**src/rtl/s3_power_sequencer.sv**
```systemverilog
// S3 entry/exit sequencer: orders save, clock gate, isolation, reset and
// power-down on the way into S3, and unwinds them in reverse on wake.
module s3_power_sequencer #(
    parameter int unsigned STEP_DLY    = 4,
    parameter int unsigned ACK_TIMEOUT = 16
) (
    input  logic clk,
    input  logic reset,
    input  logic sleep_req,
    input  logic wake_evt,
    input  logic pwr_ack,
    output logic s3_state,
    output logic save_en,
    output logic clk_gate,
    output logic isolation,
    output logic reset_assert,
    output logic pg_down,
    output logic in_s3,
    output logic busy,
    output logic err
);

    localparam int unsigned MAX_DLY = (STEP_DLY > ACK_TIMEOUT) ? STEP_DLY : ACK_TIMEOUT;
    localparam int unsigned CNT_W   = $clog2(MAX_DLY + 1);

    typedef enum logic [3:0] {
        ST_ACTIVE,
        ST_SAVE,
        ST_GATE,
        ST_ISO,
        ST_RST,
        ST_PWROFF,
        ST_SLEEP,
        ST_PWRON,
        ST_UNRST,
        ST_UNISO,
        ST_UNGATE,
        ST_RESTORE
    } state_e;

    state_e             state_q, state_d;
    logic [CNT_W-1:0]   count_q, count_d;
    logic               err_q, err_d;
    logic               s3_state_q, s3_state_d;
    logic               save_en_q, save_en_d;
    logic               clk_gate_q, clk_gate_d;
    logic               isolation_q, isolation_d;
    logic               reset_assert_q, reset_assert_d;
    logic               pg_down_q, pg_down_d;
    logic               in_s3_q, in_s3_d;
    logic               busy_q, busy_d;

    logic step_done;
    logic ack_done;

    assign step_done = (count_q == CNT_W'(STEP_DLY - 1));
    assign ack_done  = (count_q == CNT_W'(ACK_TIMEOUT - 1));

    // Next-state, sticky error and step counter; wake aborts entry into the mirror exit step.
    always_comb begin
        state_d = state_q;
        err_d   = err_q;
        count_d = count_q;
        case (state_q)
            ST_ACTIVE: begin
                if (sleep_req && !wake_evt) begin
                    state_d = ST_SAVE;
                    err_d   = 1'b0;
                end
            end
            ST_SAVE: begin
                if (wake_evt)       state_d = ST_RESTORE;
                else if (step_done) state_d = ST_GATE;
            end
            ST_GATE: begin
                if (wake_evt)       state_d = ST_UNGATE;
                else if (step_done) state_d = ST_ISO;
            end
            ST_ISO: begin
                if (wake_evt)       state_d = ST_UNISO;
                else if (step_done) state_d = ST_RST;
            end
            ST_RST: begin
                if (wake_evt)       state_d = ST_UNRST;
                else if (step_done) state_d = ST_PWROFF;
            end
            ST_PWROFF: begin
                if (wake_evt) begin
                    state_d = ST_PWRON;
                end else if (pwr_ack) begin
                    state_d = ST_SLEEP;
                end else if (ack_done) begin
                    state_d = ST_PWRON;
                    err_d   = 1'b1;
                end
            end
            ST_SLEEP: begin
                if (wake_evt) state_d = ST_PWRON;
            end
            ST_PWRON: begin
                if (!pwr_ack) begin
                    state_d = ST_UNRST;
                end else if (ack_done) begin
                    state_d = ST_UNRST;
                    err_d   = 1'b1;
                end
            end
            ST_UNRST:   if (step_done) state_d = ST_UNISO;
            ST_UNISO:   if (step_done) state_d = ST_UNGATE;
            ST_UNGATE:  if (step_done) state_d = ST_RESTORE;
            ST_RESTORE: if (step_done) state_d = ST_ACTIVE;
            default:    state_d = ST_ACTIVE;
        endcase

        if (state_d != state_q) begin
            count_d = '0;
        end else if (state_q == ST_ACTIVE || state_q == ST_SLEEP) begin
            count_d = '0;
        end else begin
            count_d = count_q + CNT_W'(1);
        end
    end

    // Output decode from the next state so outputs change on the entering edge.
    always_comb begin
        s3_state_d     = 1'b0;
        save_en_d      = 1'b0;
        clk_gate_d     = 1'b0;
        isolation_d    = 1'b1;
        reset_assert_d = 1'b0;
        pg_down_d      = 1'b0;
        in_s3_d        = 1'b0;
        busy_d         = 1'b1;
        case (state_d)
            ST_ACTIVE: busy_d = 1'b0;
            ST_SAVE: begin
                s3_state_d = 1'b1;
                save_en_d  = 1'b1;
            end
            ST_GATE, ST_UNISO: begin
                s3_state_d = 1'b1;
                clk_gate_d = 1'b1;
            end
            ST_ISO, ST_UNRST: begin
                s3_state_d  = 1'b1;
                clk_gate_d  = 1'b1;
                isolation_d = 1'b0;
            end
            ST_RST, ST_PWRON: begin
                s3_state_d     = 1'b1;
                clk_gate_d     = 1'b1;
                isolation_d    = 1'b0;
                reset_assert_d = 1'b1;
            end
            ST_PWROFF: begin
                s3_state_d     = 1'b1;
                clk_gate_d     = 1'b1;
                isolation_d    = 1'b0;
                reset_assert_d = 1'b1;
                pg_down_d      = 1'b1;
            end
            ST_SLEEP: begin
                s3_state_d     = 1'b1;
                clk_gate_d     = 1'b1;
                isolation_d    = 1'b0;
                reset_assert_d = 1'b1;
                pg_down_d      = 1'b1;
                in_s3_d        = 1'b1;
                busy_d         = 1'b0;
            end
            ST_UNGATE:  s3_state_d = 1'b1;
            ST_RESTORE: save_en_d  = 1'b1;
            default:    busy_d     = 1'b0;
        endcase
    end

    // State, counter and output registers; reset forces the safe powered-on state at once.
    always_ff @(posedge clk or posedge reset) begin
        if (reset) begin
            state_q        <= ST_ACTIVE;
            count_q        <= '0;
            err_q          <= 1'b0;
            s3_state_q     <= 1'b0;
            save_en_q      <= 1'b0;
            clk_gate_q     <= 1'b0;
            isolation_q    <= 1'b1;
            reset_assert_q <= 1'b0;
            pg_down_q      <= 1'b0;
            in_s3_q        <= 1'b0;
            busy_q         <= 1'b0;
        end else begin
            state_q        <= state_d;
            count_q        <= count_d;
            err_q          <= err_d;
            s3_state_q     <= s3_state_d;
            save_en_q      <= save_en_d;
            clk_gate_q     <= clk_gate_d;
            isolation_q    <= isolation_d;
            reset_assert_q <= reset_assert_d;
            pg_down_q      <= pg_down_d;
            in_s3_q        <= in_s3_d;
            busy_q         <= busy_d;
        end
    end

    assign s3_state     = s3_state_q;
    assign save_en      = save_en_q;
    assign clk_gate     = clk_gate_q;
    assign isolation    = isolation_q;
    assign reset_assert = reset_assert_q;
    assign pg_down      = pg_down_q;
    assign in_s3        = in_s3_q;
    assign busy         = busy_q;
    assign err          = err_q;

endmodule

```
**config.mk**
```make
export PLATFORM = sky130hd
export DESIGN_NAME = s3_power_sequencer
export DESIGN_NICKNAME = d
export VERILOG_FILES = /design/src/rtl/s3_power_sequencer.sv
export SDC_FILE = /design/constraint.sdc
export NUM_CORES = 1
export LEC_CHECK = 0
export BUFFER_PORTS_ARGS = -buffer_cell sky130_fd_sc_hd__buf_4
export CORE_UTILIZATION = 51
export DETAILED_ROUTE_END_ITERATION = 6
export PLACE_DENSITY = 0.74
export SLEW_MARGIN = 20
export SYNTH_ARGS = -nofsm -noshare
export SYNTH_HDL_FRONTEND = slang
export SYNTH_SLANG_ARGS = --single-unit
```
**constraint.sdc**
```tcl
create_clock -name clk -period 2.63 [get_ports clk]
set_input_delay 0 -clock clk [delete_from_list [all_inputs] [get_ports clk]]
set_output_delay 0 -clock clk [all_outputs]
set_load 0.01 [all_outputs]
```
==> results of run 1 <==
[path summary, 6_finish.rpt]
kind	to	depth (start not counted)	slack [ps]	start
max in group asynchronous	count_q[4]$_DFF_PP0_	3	1860	reset
hold reg to reg	err$_DFFE_PP0P_	2	550	err$_DFFE_PP0P_
setup reg to reg	count_q[2]$_DFF_PP0_	8	10	count_q[0]$_DFF_PP0_
min in group asynchronous	state_q[3]$_DFF_PP0_	3	360	reset
setup / recovery	count_q[2]$_DFF_PP0_	8	10	count_q[0]$_DFF_PP0_
hold / removal	reset_assert$_DFF_PP0_	4	150	wake_evt
[state kept, by name (all words and copies together) (netlist names)]
| signal | cells |
|---|---|
| busy | 1 |
| clk_gate | 1 |
| count_q | 5 |
| err | 1 |
| in_s3 | 1 |
| isolation | 1 |
| pg_down | 1 |
| reset_assert | 1 |
| s3_state | 1 |
| save_en | 1 |
| state_q | 4 |
[cells in the mapped netlist (all sizes together) (2+ instances only)]
| library cell | instances |
|---|---|
| a211o | 2 |
| a31oi | 4 |
| nor2 | 7 |
| nor2b | 5 |
| a21oi | 5 |
| o21ai | 4 |
| inv | 9 |
| nor4 | 2 |
| ha | 2 |
| o211a | 2 |
| a211oi | 6 |
| o32ai | 2 |
| nand2b | 5 |
| nand3 | 6 |
| nand4 | 3 |
| nor3 | 6 |
| clkbuf | 4 |
| nand2 | 3 |
| o21a | 4 |
| dfrtp | 17 |
[where the power goes]
part | switching (mW) | leakage (nW) | internal [mW]
Combinational | 0.315 | 0.346 | 0.233
Sequential | 0.0827 | 0.225 | 0.342
Clock | 0.0834 | 0.0210 | 0.0844
[cells by family (layout without fill, tap and decap cells)]
family | after synthesis | in the layout
simple gates | 44 | 44
mux | 1 | 1
xor+xnor | 2 | 2
flops | 18 | 18
compound gates | 40 | 40
buf+inv | 14 | 32
fa+ha+maj | 2 | 2
[area by class of cell]
class | count | area share (%)
multi-input combinational | 89 | 48.1
timing repair buffer | 19 | 10.8
tap | 27 | 2.50
clock buffer | 4 | 2.69
sequential | 18 | 33.5
inverter | 9 | 2.50
[repair_timing]
| action | in CTS | in global routing |
|---|---|---|
| gates resized for setup | 0 | 4 |
| setup buffers | 0 | 1 |
| hold buffers | 1 | 0 |
| endpoints found under the setup margin | 0 | 4 |
| hold endpoints to repair | 17 | 0 |
[per-layer routing]
layer	vias up	global-route usage [%]	share of wire [%]
met3	5	1.25	2.9
met1	477	32.6	49
li1	492	-	-
met5	-	0	0
met4	0	10.3	1.7
met2	34	38.4	47
[worst reg2reg max path: stages, from the launching register on]
cell                       delay, ps
sky130_fd_sc_hd__dfrtp_1         410
sky130_fd_sc_hd__ha_2            220
sky130_fd_sc_hd__and3_2          210
sky130_fd_sc_hd__ha_1            230
sky130_fd_sc_hd__nand2b_1        180
sky130_fd_sc_hd__a211o_1         310
sky130_fd_sc_hd__o22a_1          270
sky130_fd_sc_hd__a311o_1         460
sky130_fd_sc_hd__a211oi_2        240
==> impl_table.tex, run 1 <==
\begin{tabular}{lr}
\hline
Metric & Value \\
\hline
\multicolumn{2}{l}{\textbf{Detailed routing}} \\
Drt wl/cell & roughly 17 um \\
Initial DRC Count & 21 \\
Detail Route Antenna Nets & 0 \\
Vias per std cell & approximately 6.1 \\
Routed Wire Length & $\sim$2800 um \\
First-pass detailed-route iteration total & 4 \\
Final routed DRC violation total & 0 \\
Total via count in the routed design & 1008 \\
\multicolumn{2}{l}{\textbf{Critical path}} \\
Cell with the largest stage delay on the worst path & sky130\_fd\_sc\_hd\_\_a311o\_1 \\
Required time of the critical path & roughly 2800 ps \\
Maximum net fanout on the critical path & 5 \\
Category of cells accounting for the largest share of critical-path delay & compound AO/OA/AOI/OAI gates \\
Combined buffer and inverter count along the critical path & 0 \\
Arrival @ worst endpoint & between 2000 and 3000 ps \\
Startpoint class of the critical path & flip-flop \\
Longest individual stage delay on the worst path & 460 ps \\
Worst Setup Path Type & flip-flop to flip-flop \\
Critical path cell sequence & ha\_2 -> and3\_2 -> ha\_1 -> nand2b\_1 -> a211o\_1 -> o22a\_1 -> a311o\_1 -> a211oi\_2 \\
CP endpoint kind & flip-flop \\
\multicolumn{2}{l}{\textbf{Floorplan}} \\
Initial Util & 56.2\% \\
Core Rows & 16 \\
Chip width & 49.2 um \\
I/O pin count & 14 \\
Standard cell core area & 2020 um2 \\
Die area & about 2400 um2 \\
Die Height & roughly 49 um \\
\multicolumn{2}{l}{\textbf{Global routing}} \\
Wire length of the first global-routing pass & roughly 4300 um \\
Total global-route track usage & a little under a quarter \\
Via count of the first global-routing pass & approximately 960 \\
Antenna violations before repair & 0 \\
Grt total ovfl & 0 \\
Largest net degree at the start of global routing & 19 \\
\multicolumn{2}{l}{\textbf{Synth}} \\
Mean area per synthesized cell & 9.39 um2 \\
Cells after synthesis & between 100 and 150 \\
Area fraction in and, or, nand and nor cells after synthesis & 23.2\% \\
Cell area after synthesis & approximately 1100 um2 \\
Sequential fraction of the synthesis area & between 30\% and 40\% \\
XOR/XNOR share of the synthesized area & 1.54\% \\
Top-area cell type share of the netlist area & 37.4\% \\
Count of yosys warnings during synthesis & 0 \\
Number of unique standard cell types used by synthesis & 47 \\
Multiplexer share of the synthesized area & less than 1\% \\
Number of nets in the synthesized netlist & roughly 130 \\
Most common flop cell mapped by yosys & sky130\_fd\_sc\_hd\_\_dfrtp\_1 \\
Synth Area in Adders & between 2 and 2.5\% \\
Combinational family with the most area after synthesis & compound AO/OA/AOI/OAI gates \\
Post-synth EDFFs & 0 \\
Synth Area in Compound Gates & roughly 28\% \\
Synth area leader & sky130\_fd\_sc\_hd\_\_dfrtp\_1 \\
Main area contributors after synthesis & sky130\_fd\_sc\_hd\_\_dfrtp\_1 (37\%), sky130\_fd\_sc\_hd\_\_a211oi\_1 (4.0\%), sky130\_fd\_sc\_hd\_\_nand2b\_1 (2.8\%), sky130\_fd\_sc\_hd\_\_nor2b\_1 (2.8\%), sky130\_fd\_sc\_hd\_\_nand3\_1 (2.6\%) \\
Number of register bits inferred by synthesis & 18 \\
Post-synthesis async set-or-reset flop share & 100\% \\
\multicolumn{2}{l}{\textbf{STA}} \\
Max-slew violations & 0 \\
Slew margin rel. & 56.5\% \\
Slew @ Worst Pin & 652 ps \\
Number of hold violations in the final report & 0 \\
Worst clock skew on the final layout & a little over 3 ps \\
Final worst path period need & approximately 2600 ps \\
Period utilisation layout & between 90\% and 100\% \\
Fmax achieved & 382 MHz \\
Min Hold Slack & roughly 150 ps \\
Worst setup slack after layout & approximately 9.8 ps \\
Total negative slack for setup checks & 0 ps \\
Total of endpoints with negative setup slack in the final report & 0 \\
\multicolumn{2}{l}{\textbf{Clock tree}} \\
TritonCTS Buffers & 3 \\
TritonCTS clock tree & built \\
Number of sinks handled by clock tree synthesis & 18 \\
Insertion delay of the later-clocked pin in the worst-skew pair & between 200 and 300 ps \\
Clock root cell & sky130\_fd\_sc\_hd\_\_clkbuf\_4 \\
Reg clk slew, reported paths & about 100 ps \\
Number of buffers on the longest clock path & 2 \\
CTS H-tree depth & 1 \\
\multicolumn{2}{l}{\textbf{Placement}} \\
Half-perimeter wire length of the detailed placement result & about 2000 um \\
Routability congestion estimate & roughly 0.95 \\
Dpl ws & approximately 61 ps \\
Placed cell count & 160 \\
Port Buffers & 13 \\
DP Area & $\sim$1300 um2 \\
\multicolumn{2}{l}{\textbf{Layout}} \\
Commonest non-fill, non-tap cell in the layout & sky130\_fd\_sc\_hd\_\_buf\_4 \\
Diode count & 0 \\
Cell area after layout & $\sim$1300 um2 \\
Final Core Density & $\sim$67\% \\
Commonest cells after routing, fill and taps aside & sky130\_fd\_sc\_hd\_\_buf\_4 (18), sky130\_fd\_sc\_hd\_\_dfrtp\_1 (17), sky130\_fd\_sc\_hd\_\_inv\_1 (8), sky130\_fd\_sc\_hd\_\_nor2\_1 (7) \\
Fill cells & roughly 160 \\
Number of cells in the finished layout apart from fillers & 166 \\
Layout area overhead & 18.7\% \\
Share of post-route cells with drive strength above 1 & around a quarter \\
Total number of nets in the final design & 147 \\
Area of the multi-input gates & 648 um2 \\
Combined flip-flop and latch cell area & roughly 450 um2 \\
\multicolumn{2}{l}{\textbf{Power}} \\
Pwr Total & $\sim$1.1 mW \\
IR Drop Worst-Case VDD & about 0.64 mV \\
Pwr dens & roughly 850 nW/um2 \\
Static leakage & between 0.5 and 0.6 nW \\
\multicolumn{2}{l}{\textbf{Worst hold path}} \\
Worst hold path class & input pin to flip-flop \\
\multicolumn{2}{l}{\textbf{Status}} \\
Run status & finished clean \\
\multicolumn{2}{l}{\textbf{Run}} \\
Maximum Capacitance Violations & 0 \\
\hline
\end{tabular}
Power figures use the tool's default switching activity.
==> run 2, diff against run 1 <==
--- a/config.mk
+++ b/config.mk
@@ -9,6 +9,7 @@
 export CORE_UTILIZATION = 51
 export DETAILED_ROUTE_END_ITERATION = 6
 export PLACE_DENSITY = 0.74
+export REMOVE_ABC_BUFFERS = 1
 export SLEW_MARGIN = 20
 export SYNTH_ARGS = -nofsm -noshare
 export SYNTH_HDL_FRONTEND = slang
==> run 2 against run 1 <==
Sequential share of layout area is 0.12 points lower. Combinational power grew 2%. Count of clock-buffer cells in the layout stayed put. Setup slack improved by 65 ps. Sequential power is essentially flat. Cell count grew 1.2%. Critical path type unchanged.
==> impl_table.tex, run 2 (synthesis gave the netlist of run 1 again) <==
\begin{tabular}{lr}
\hline
Metric & Value \\
\hline
\multicolumn{2}{l}{\textbf{Status}} \\
Run status & finished clean \\
\multicolumn{2}{l}{\textbf{Clock tree}} \\
Number of sinks handled by clock tree synthesis & 18 \\
TritonCTS Buffers & 3 \\
Insertion delay of the later-clocked pin in the worst-skew pair & 300 ps \\
CTS H-tree depth & 1 \\
Reg clk slew, reported paths & roughly 100 ps \\
Number of buffers on the longest clock path & 2 \\
Clock root cell & sky130\_fd\_sc\_hd\_\_clkbuf\_4 \\
TritonCTS clock tree & built \\
\multicolumn{2}{l}{\textbf{Critical path}} \\
CP endpoint kind & flip-flop \\
Worst Setup Path Type & flip-flop to flip-flop \\
Critical path cell sequence & ha\_2 -> and3\_2 -> ha\_1 -> nand2b\_1 -> a211o\_1 -> o22a\_1 -> a311o\_1 -> a211oi\_2 \\
Startpoint class of the critical path & flip-flop \\
Cell with the largest stage delay on the worst path & sky130\_fd\_sc\_hd\_\_dfrtp\_1 \\
Combined buffer and inverter count along the critical path & 0 \\
Longest individual stage delay on the worst path & $\sim$420 ps \\
Category of cells accounting for the largest share of critical-path delay & compound AO/OA/AOI/OAI gates \\
Required time of the critical path & around 2900 ps \\
Arrival @ worst endpoint & between 2000 and 3000 ps \\
Maximum net fanout on the critical path & 5 \\
\multicolumn{2}{l}{\textbf{Detailed routing}} \\
Routed Wire Length & about 2800 um \\
Detail Route Antenna Nets & 0 \\
Final routed DRC violation total & 0 \\
Vias per std cell & about 6.2 \\
Drt wl/cell & 16.4 um \\
Initial DRC Count & 39 \\
First-pass detailed-route iteration total & 4 \\
Total via count in the routed design & around 1000 \\
\multicolumn{2}{l}{\textbf{Global routing}} \\
Total global-route track usage & between 20\% and 30\% \\
Wire length of the first global-routing pass & around 4400 um \\
Largest net degree at the start of global routing & 19 \\
Antenna violations before repair & 0 \\
Via count of the first global-routing pass & 996 \\
Grt total ovfl & 0 \\
\multicolumn{2}{l}{\textbf{Floorplan}} \\
Die area & around 2400 um2 \\
Initial Util & 56.2\% \\
Die Height & slightly below 50 um \\
Standard cell core area & approximately 2000 um2 \\
Chip width & between 40 and 50 um \\
Core Rows & 16 \\
I/O pin count & 14 \\
\multicolumn{2}{l}{\textbf{Layout}} \\
Number of cells in the finished layout apart from fillers & roughly 170 \\
Layout area overhead & 19.2\% \\
Total number of nets in the final design & about 150 \\
Commonest cells after routing, fill and taps aside & sky130\_fd\_sc\_hd\_\_buf\_4 (20), sky130\_fd\_sc\_hd\_\_dfrtp\_1 (17), sky130\_fd\_sc\_hd\_\_inv\_1 (8), sky130\_fd\_sc\_hd\_\_nor2\_1 (7) \\
Diode count & 0 \\
Final Core Density & 67.0\% \\
Max FFs per register & 5 \\
Share of post-route cells with drive strength above 1 & about a quarter \\
Fill cells & between 150 and 200 \\
Commonest non-fill, non-tap cell in the layout & sky130\_fd\_sc\_hd\_\_buf\_4 \\
Registers with the highest flip-flop counts & count\_q (5), state\_q (4) \\
Register containing the most flip-flops in the final layout & count\_q \\
\multicolumn{2}{l}{\textbf{STA}} \\
Final worst path period need & $\sim$2600 ps \\
Min Hold Slack & around 140 ps \\
Slew margin rel. & a little over half \\
Worst clock skew on the final layout & $\sim$3.2 ps \\
Total of endpoints with negative setup slack in the final report & 0 \\
Slew @ Worst Pin & roughly 680 ps \\
Max-slew violations & 0 \\
Fmax achieved & $\sim$390 MHz \\
Period utilisation layout & 97.2\% \\
Number of hold violations in the final report & 0 \\
\multicolumn{2}{l}{\textbf{Power}} \\
Static leakage & between 0.5 and 0.6 nW \\
Pwr dens & about 830 nW/um2 \\
IR Drop Worst-Case VDD & about 0.6 mV \\
\multicolumn{2}{l}{\textbf{Run}} \\
Maximum Capacitance Violations & 0 \\
\multicolumn{2}{l}{\textbf{Placement}} \\
Port Buffers & 13 \\
Half-perimeter wire length of the detailed placement result & $\sim$1900 um \\
Routability congestion estimate & between 0.8 and 0.9 \\
Placed cell count & between 150 and 200 \\
\multicolumn{2}{l}{\textbf{Worst hold path}} \\
Worst hold path class & input pin to flip-flop \\
\hline
\end{tabular}
-- run 2: cell count changes in the layout (fill, tap and decap cells not counted) --
cell / before / now
sky130_fd_sc_hd__buf_4: 18 / 20
sky130_fd_sc_hd__clkbuf_1: 0 / 1
sky130_fd_sc_hd__clkbuf_8: 1 / 0
-- run 2: metal layers --
layer	share of wire (%)	wire length (um)	track usage (%)
met1	44	1230	32.3
met2	47	1300	36.8
met3	5.9	162	4.05
met4	2.5	70	13.2
met5	0	0	0
-- run 2: cell type report --
type | instances | area, um2 | area share, %
flip-flops and latches | 18 | 452 | 33.4
repair buffers | 21 | 160 | 11.8
multi-input cells | 89 | 648 | 47.9
well taps | 27 | 33.8 | 2.50
inverters | 9 | 33.8 | 2.50
clock buffers | 4 | 26.3 | 1.94
-- run 2: power by group --
group	internal [mW]	switching, mW	leakage (nW)
Sequential	0.342	0.0798	0.225
Combinational	0.243	0.315	0.353
Clock	0.0591	0.0853	0.0150
-- run 2: stage by stage --
stage                     power (mW)  area, um2  setup TNS (ps)  setup slack [ps]
after global placement         0.931       1280               0               150
final                           1.12       1350               0              74.5
after CTS                       1.09       1310               0              52.4
after floorplan                0.758       1120               0               175
after detailed placement       0.942       1280               0              80.1
after global routing            1.20       1350           -20.2             -20.2
-- run 2: tightest hold or removal path, delay by kind of cell --
family | cells | cell delay [ps]
buf+inv | 1 | 100
simple gates | 1 | 80
compound gates | 2 | 220
-- run 2: worst paths after layout --
check                      slack (ps)                endpoint  depth (start not counted)                  from
max in group asynchronous        1830  reset_assert$_DFF_PP0_                          3                 reset
setup reg to reg                   70    count_q[4]$_DFF_PP0_                          8  count_q[0]$_DFF_PP0_
min in group asynchronous         370      s3_state$_DFF_PP0_                          3                 reset
setup / recovery                   70    count_q[4]$_DFF_PP0_                          8  count_q[0]$_DFF_PP0_
hold reg to reg                   520         err$_DFFE_PP0P_                          2       err$_DFFE_PP0P_
hold / removal                    140         err$_DFFE_PP0P_                          4               pwr_ack
-- run 2: what timing repair did --
item                                    4_1_cts  5_1_grt
endpoints found under the hold margin        17        0
setup buffers                                 0        3
hold buffers                                  1        0
endpoints found under the setup margin        0        4
resized for setup                             0        4
